`src/rtl/gray_to_binary_serial_pkg.sv`:
```
`default_nettype none
// ============================================================================
// Module      : gray_to_binary_serial_pkg
// Description : Shared definitions for the serial Gray-to-binary decoder:
//               FSM state encoding and default parameter values.
// Revision    : 1.0 - initial release
// ============================================================================
package gray_to_binary_serial_pkg;

    localparam int c_DEFAULT_WIDTH = 4;
    localparam int c_DEFAULT_CNT_W = 8;

    typedef enum logic [1:0] {
        IDLE  = 2'd0,
        SHIFT = 2'd1,
        DONE  = 2'd2
    } state_t;

endpackage
`default_nettype wire

```
`src/rtl/gray_to_binary_serial_gray_bit_stage.sv`:
```
`default_nettype none
// ============================================================================
// Module      : gray_bit_stage
// Description : Resolves one binary bit from the next-higher binary bit and
//               the Gray bit at the same position: b[i] = b[i+1] ^ g[i].
//   i_b_hi : already-resolved binary bit b[i+1]
//   i_g    : Gray bit g[i]
//   o_b    : resolved binary bit b[i]
// Revision    : 1.0 - initial release
// ============================================================================
module gray_bit_stage (
    input  logic i_b_hi,
    input  logic i_g,
    output logic o_b
);

    assign o_b = i_b_hi ^ i_g;

endmodule
`default_nettype wire

```
`src/rtl/gray_to_binary_serial.sv`:
```
`default_nettype none
// ============================================================================
// Module      : gray_to_binary_serial
// Description : Serial Gray-to-binary decoder. Accepts one WIDTH-bit Gray
//               word on a valid/ready input handshake, resolves it MSB-first
//               one bit per clock, and presents the binary word on a
//               valid/ready output handshake. Counts completed conversions.
//   clk        : clock, rising edge
//   rst        : synchronous active-high reset
//   din        : Gray word, sampled on in_valid & in_ready
//   in_valid   : din valid
//   in_ready   : block can accept a word (IDLE only)
//   dout       : binary result, qualified by out_valid
//   out_valid  : dout holds a completed conversion
//   out_ready  : consumer accepts dout
//   busy       : conversion in flight (SHIFT or DONE)
//   conv_count : completed output handshakes, modulo 2^CNT_W
// Revision    : 1.0 - initial release
// ============================================================================
module gray_to_binary_serial
    import gray_to_binary_serial_pkg::*;
#(
    parameter int WIDTH = c_DEFAULT_WIDTH,
    parameter int CNT_W = c_DEFAULT_CNT_W
) (
    input  logic             clk,
    input  logic             rst,
    input  logic [WIDTH-1:0] din,
    input  logic             in_valid,
    output logic             in_ready,
    output logic [WIDTH-1:0] dout,
    output logic             out_valid,
    input  logic             out_ready,
    output logic             busy,
    output logic [CNT_W-1:0] conv_count
);

    // Index must address bits 0..WIDTH-1 (idx+1 reaches WIDTH-1).
    localparam int c_IDX_W = (WIDTH > 1) ? $clog2(WIDTH) : 1;
    localparam logic [c_IDX_W-1:0] c_IDX_INIT = c_IDX_W'((WIDTH > 1) ? WIDTH - 2 : 0);

    state_t             r_state_q,     w_state_d;
    logic [c_IDX_W-1:0] r_idx_q,       w_idx_d;
    logic [WIDTH-1:0]   r_gray_q,      w_gray_d;
    logic [WIDTH-1:0]   r_dout_q,      w_dout_d;
    logic               r_out_valid_q, w_out_valid_d;
    logic [CNT_W-1:0]   r_count_q,     w_count_d;

    logic [c_IDX_W-1:0] w_idx_hi;
    logic               w_bit;

    assign w_idx_hi = r_idx_q + c_IDX_W'(1);

    // Single shared stage; its operands are selected by the current index.
    gray_bit_stage u_stage (
        .i_b_hi (r_dout_q[w_idx_hi]),
        .i_g    (r_gray_q[r_idx_q]),
        .o_b    (w_bit)
    );

    always_comb begin
        w_state_d     = r_state_q;
        w_idx_d       = r_idx_q;
        w_gray_d      = r_gray_q;
        w_dout_d      = r_dout_q;
        w_out_valid_d = r_out_valid_q;
        w_count_d     = r_count_q;

        case (r_state_q)
            IDLE: begin
                if (in_valid) begin
                    w_gray_d             = din;
                    w_dout_d             = '0;
                    // MSB of binary equals MSB of Gray.
                    w_dout_d[WIDTH-1]    = din[WIDTH-1];
                    w_idx_d              = c_IDX_INIT;
                    if (WIDTH == 1) begin
                        w_state_d     = DONE;
                        w_out_valid_d = 1'b1;
                    end else begin
                        w_state_d     = SHIFT;
                    end
                end
            end
            SHIFT: begin
                w_dout_d[r_idx_q] = w_bit;
                if (r_idx_q == '0) begin
                    w_state_d     = DONE;
                    w_out_valid_d = 1'b1;
                end else begin
                    w_idx_d = r_idx_q - c_IDX_W'(1);
                end
            end
            DONE: begin
                if (out_ready) begin
                    w_out_valid_d = 1'b0;
                    w_count_d     = r_count_q + CNT_W'(1);
                    w_state_d     = IDLE;
                end
            end
            default: begin
                w_state_d     = IDLE;
                w_out_valid_d = 1'b0;
            end
        endcase
    end

    always_ff @(posedge clk) begin
        if (rst) begin
            r_state_q     <= IDLE;
            r_idx_q       <= '0;
            r_gray_q      <= '0;
            r_dout_q      <= '0;
            r_out_valid_q <= 1'b0;
            r_count_q     <= '0;
        end else begin
            r_state_q     <= w_state_d;
            r_idx_q       <= w_idx_d;
            r_gray_q      <= w_gray_d;
            r_dout_q      <= w_dout_d;
            r_out_valid_q <= w_out_valid_d;
            r_count_q     <= w_count_d;
        end
    end

    assign in_ready   = (r_state_q == IDLE);
    assign busy       = (r_state_q != IDLE);
    assign dout       = r_dout_q;
    assign out_valid  = r_out_valid_q;
    assign conv_count = r_count_q;

endmodule
`default_nettype wire

```
`config.mk`:
```
export PLATFORM = sky130hd
export DESIGN_NAME = gray_to_binary_serial
export DESIGN_NICKNAME = d
export VERILOG_FILES = /design/src/rtl/gray_to_binary_serial_pkg.sv /design/src/rtl/gray_to_binary_serial_gray_bit_stage.sv /design/src/rtl/gray_to_binary_serial.sv
export SDC_FILE = /design/constraint.sdc
export NUM_CORES = 1
export LEC_CHECK = 0
export CAP_MARGIN = 20
export CELL_PAD_IN_SITES_DETAIL_PLACEMENT = 2
export CELL_PAD_IN_SITES_GLOBAL_PLACEMENT = 2
export CORE_MARGIN = 1
export CORE_UTILIZATION = 30
export CTS_BUF_LIST = sky130_fd_sc_hd__clkbuf_4 sky130_fd_sc_hd__clkbuf_8
export DETAILED_ROUTE_END_ITERATION = 10
export PLACE_DENSITY = 0.82
export SLEW_MARGIN = 20
export SYNTH_ARGS = -nofsm -noshare
export SYNTH_HDL_FRONTEND = slang
export SYNTH_HIERARCHICAL = 1
export SYNTH_SLANG_ARGS = --single-unit
```
`constraint.sdc`:
```
create_clock -name clk -period 2.3 [get_ports clk]
set_input_delay 0.69 -clock clk [delete_from_list [all_inputs] [get_ports clk]]
set_output_delay 0.69 -clock clk [all_outputs]
set_load 0.1 [all_outputs]
```
# Yosys cells after proc, flatten, opt, wreduce, memory -nomap -nowiden
# Index checks and enable logic that the tools add are counted.
[word_totals] register_bits=21 inputBits=8 output_inout_bits=15 elab_cells=50
[classes] n_addsub=3 order_cmp=3 n_eq_ne=6 n_mux=19 bitwise_logic=2 n_reduce_logical=11
[ops] op="two-way mux 2 bit" count=5
[ops] op="AND reduction 3 bit" count=3
[ops] op="adder 8 x 1 -> 8 bit, second input constant" count=1
[ops] op="inequality test 2 bit, second input constant" count=4
[ops] op="case mux 4 bit (2 select lines)" count=1
[ops] op="less-than comparator 2 x 3 -> 1 bit, second input constant" count=2
[ops] op="case mux 2 bit (3 select lines)" count=1
[ops] op="AND reduction 2 bit" count=3
[ops] op="two-way mux 1 bit" count=5
[ops] op="binary-select mux 1 bit (select 2 bit)" count=2
[ops] op="bitwise mux 4 bit" count=1
[ops] op="logical NOT 2 bit" count=2
[ops] op="two-way mux 4 bit" count=1
[ops] op="case mux 2 bit (2 select lines)" count=1
[ops] op="nonzero test 2 bit" count=2
[ops] op="case mux 1 bit (3 select lines)" count=1
[ops] op="adder 2 x 1 -> 2 bit, second input constant" count=1
[ops] op="demux 1 bit (select 2 bit)" count=1
[ops] op="== test 2 x 1 -> 1 bit, second input constant" count=1
[ops] op="== test 2 bit, second input constant" count=1
[ops] op="greater-or-equal comparator 2 x 1 -> 1 bit, second input constant" count=1
[ops] op="subtractor 2 x 1 -> 2 bit, second input constant" count=1
[ops] op="logical AND 1 bit" count=1
[ops] op="NOT 1 bit" count=1
[ops] op="XOR 1 bit" count=1

# Logic depth before layout (Yosys ltp)
[depth] word_depth=6 ltp_mapped=6 depth_no_buf=6

# By module
# The synthesis kept the hierarchy.
[modules_own_cells] module="gray_to_binary_serial" n_inst=1 cells_per_inst=109 area_per_inst_um2=1004.7 seq_area_each_um2=420.4
[modules_own_cells] module="gray_bit_stage" n_inst=1 cells_per_inst=1 area_per_inst_um2=8.8 seq_area_each_um2=0.0

# Least setup slack after synthesis
# Ideal clock, no wire load.
[synth_timing] path_kind="reg-to-output" start="register r_state_q[0]" end="output in_ready" t_arrival_ns=1.724 required_time_ns=1.610 slack_ns=-0.114 path_stages_with_launch=4 cell_sequence="dfxtp_1 -> clkbuf_1 -> or2_2 -> inv_1"
[synth_between] elab_chain_len=1
[synth_lines] item="start, declared" line_no="gray_to_binary_serial.sv:42" source="state_t r_state_q, w_state_d;"
[synth_lines] item="start signal, assigned" line_no="gray_to_binary_serial.sv:117" source="r_state_q <= w_state_d;"
[synth_lines] item="logical NOT 2 bit" line_no="gray_to_binary_serial.sv:126" source="assign in_ready = (r_state_q == IDLE);"
[synth_lines] item="end, declared" line_no="gray_to_binary_serial.sv:30" source="output logic in_ready,"
# No other way between the ends.

# Worst setup path in the final report
# Same ends and word-level chain as after synthesis.

==> results_dict.tcl <==
set metrics [dict create \
    status "finished clean" \
    tns_ps 0 \
    start_kind "flop" \
    clkSlewWorstSetupHoldPaths_ps 140 \
    tightest_slew_ps 410 \
    grt_pass1_vias 935 \
    die_w_um 60.1 \
    antenna_found_initial 0 \
    insertion_delay_ps 330 \
    final_common_cell "dfxtp_1" \
    gr-total-overflow 0 \
    io_buffers 22 \
    insertedDiodeCount 0 \
    syn-num-nets 123 \
    post_cts_buffers 0 \
    via_per_inst 5.03 \
    rsz0062_at_grt "no" \
    final_nets 151 \
    synthFlopType "dfxtp_1" \
    required_ps 1610 \
    synth.distinct_cells 28 \
    hpwlAfterDp_mm 2.14 \
    ys_ff_latch 21 \
    slew_headroom_pct 72.6 \
    grtUsageTotal_pct 17.4 \
    layout_setup_ws_ps 421 \
    fin_skew_ps 5.79 \
    crit_start "r_state_q[0]" \
    syn_area_um2 1010 \
    grt_start_max_net_pins 15 \
    synth-seq-area-share_pct 41.5 \
    switching_power_uw 313 \
    cts_buffer_depth 2 \
    rows 20 \
    p_leak_uw 0.000535 \
    syn_inst 110 \
    irDropWorstVdd_uv 191 \
    final_cell_mix "21 x dfxtp_1, 19 x buf_4, 15 x a21oi_1" \
    cts_root_buf "clkbuf_4" \
    seq_power_share_pct 46.1 \
    async_flop_share_pct 0 \
    numCtsBuffers 3 \
    vias 910 \
    reg2reg_to "dout[3]" \
    synth_edf_count 0 \
    die_y_um 60.1 \
    slowest_delay_ps 340 \
    yosysWarnings 6 \
    routedWlPerCell_um 15.1 \
    hp-class "flop to flop" \
    cp_max_fo 2 \
    critPathCapture "in_ready" \
    core_um2 3130 \
    crit_slowest_cell "dfxtp_1" \
    htree_levels 1 \
    critPathArrivalTime_ps 1190 \
    power_frac_comb_pct 30.7 \
    fmax_mhz 532 \
    setup_viol 0 \
    cp_cell_sequence "or2_4, clkinvlp_4, buf_12" \
    power.share.clock_pct 23.2 \
    cap_violations 0 \
    sw_frac_of_total_pct 36.6 \
    syn_to_final_growth_pct 31.5 \
    drt_iter0_markers 29 \
    grt_pass1_wl_mm 4.58 \
    drive_gt1_share_pct 24.1 \
    internal_power_uw 543 \
    start_util_pct 32.4 \
    ctsResizeCount 0 \
    ant_nets 0 \
    reg2regPathDepth 6 \
    r2r-start "r_idx_q[1]" \
    finalCritPeriodShare_pct 81.7 \
    slew_violations 0 \
    clkSinkCount 21 \
    min_period_ps 1880 \
    worstSetupPathType "flop to primary output" \
    remaining_drc_errors 0 \
    finalHoldViolCount 0 \
    p_per_area_nw_per_um2 642 \
    cts_tree "yes" \
    r2r_setup_slack_ps 520 \
    drt_first_pass_iters 3 \
    crit_path_end_kind "primary output" \
    pin_count 23 \
    postSynthAreaPerCell_um2 9.21 \
    holdBufCountCts 0 \
    wl_mm 2.74 \
    gp_congestion 0.835 \
    pre_cts_slack_ps 157 \
    die-area_um2 3610 \
]
-- synthesized netlist by cell type, types with 2 or more instances --
library cell,count,area (um2)
o21ai_0,4,20.0
or3_1,4,25.0
inv_1,3,11.3
nand2_1,12,45.0
a21oi_1,15,75.1
nand4_1,2,12.5
or4_1,2,15.0
or3b_2,2,17.5
nand3b_1,4,30.0
nor2_1,4,15.0
nand3_1,9,45.0
xor2_1,3,26.3
ha_1,5,62.6
o31ai_1,2,15.0
nor3b_1,2,15.0
clkbuf_1,4,15.0
mux4_2,2,45.0
dfxtp_1,21,420
-- flip-flops by register name (all words and copies together) (netlist names) --
signal	flops
out_valid	1
r_state_q	2
r_idx_q	2
conv_count	8
dout	4
r_gray_q	4
-- critical path: cells and delay by family (launching register included) --
family	cells	cell delay [ps]
buffers and inverters	2	240
DFF	1	340
and+or+nand+nor	1	270
-- per-layer routing --
layer	part of all wire, %	up-vias	track usage [%]
met4	2.1	0	8.97
met5	0	-	0
met2	45	15	27.3
met3	2.0	5	2.60
li1	-	453	-
met1	50	437	22.8
-- power by group through the flow --
stage | registers [uW] | logic, uW | clock network [uW]
final | 395 | 263 | 198
after global routing | 397 | 281 | 217
after CTS | 395 | 265 | 202
after detailed placement | 403 | 265 | 0
after global placement | 402 | 259 | 0
after floorplan | 442 | 136 | 0
-- area by class of cell --
cell class / instances / area [um2]
fillers: 349 / 1800
well taps: 44 / 55.1
clock inverters: 1 / 5.00
inverters: 3 / 15.0
clock buffers: 3 / 22.5
repair buffers: 28 / 253
flip-flops and latches: 21 / 420
multi-input cells: 81 / 562
-- stage by stage --
stage	std cells	cell area, um2	hold slack [ps]	util (%)	total power [uW]
6_report	181	1330	469	42.6	855
5_1_grt	181	1330	495	42.6	895
4_1_cts	181	1330	472	42.6	862
3_5_place_dp	177	1310	453	41.7	668
3_3_place_gp	177	1310	448	41.7	661
2_1_floorplan	110	1020	433	-	579
-- worst min path at each step --
stage	startpoint	to	depth (start not counted)
final	r_gray_q[3]	r_gray_q[3]	2
after global routing	r_gray_q[3]	r_gray_q[3]	2
after CTS	out_valid	out_valid	2
after detailed placement	out_valid	out_valid	2
after global placement	r_gray_q[0]	r_gray_q[0]	2
after floorplan	r_gray_q[2]	r_gray_q[2]	2
-- cell families after synthesis --
group / count (synthesis) / synth area share (%)
fa+ha+maj: 5 / 6.17
simple gates: 46 / 27.9
flops: 21 / 41.5
buf+inv: 8 / 3.33
compound gates: 24 / 13.1
mux: 3 / 5.43
xor+xnor: 3 / 2.59
Power figures use the tool's default switching activity.
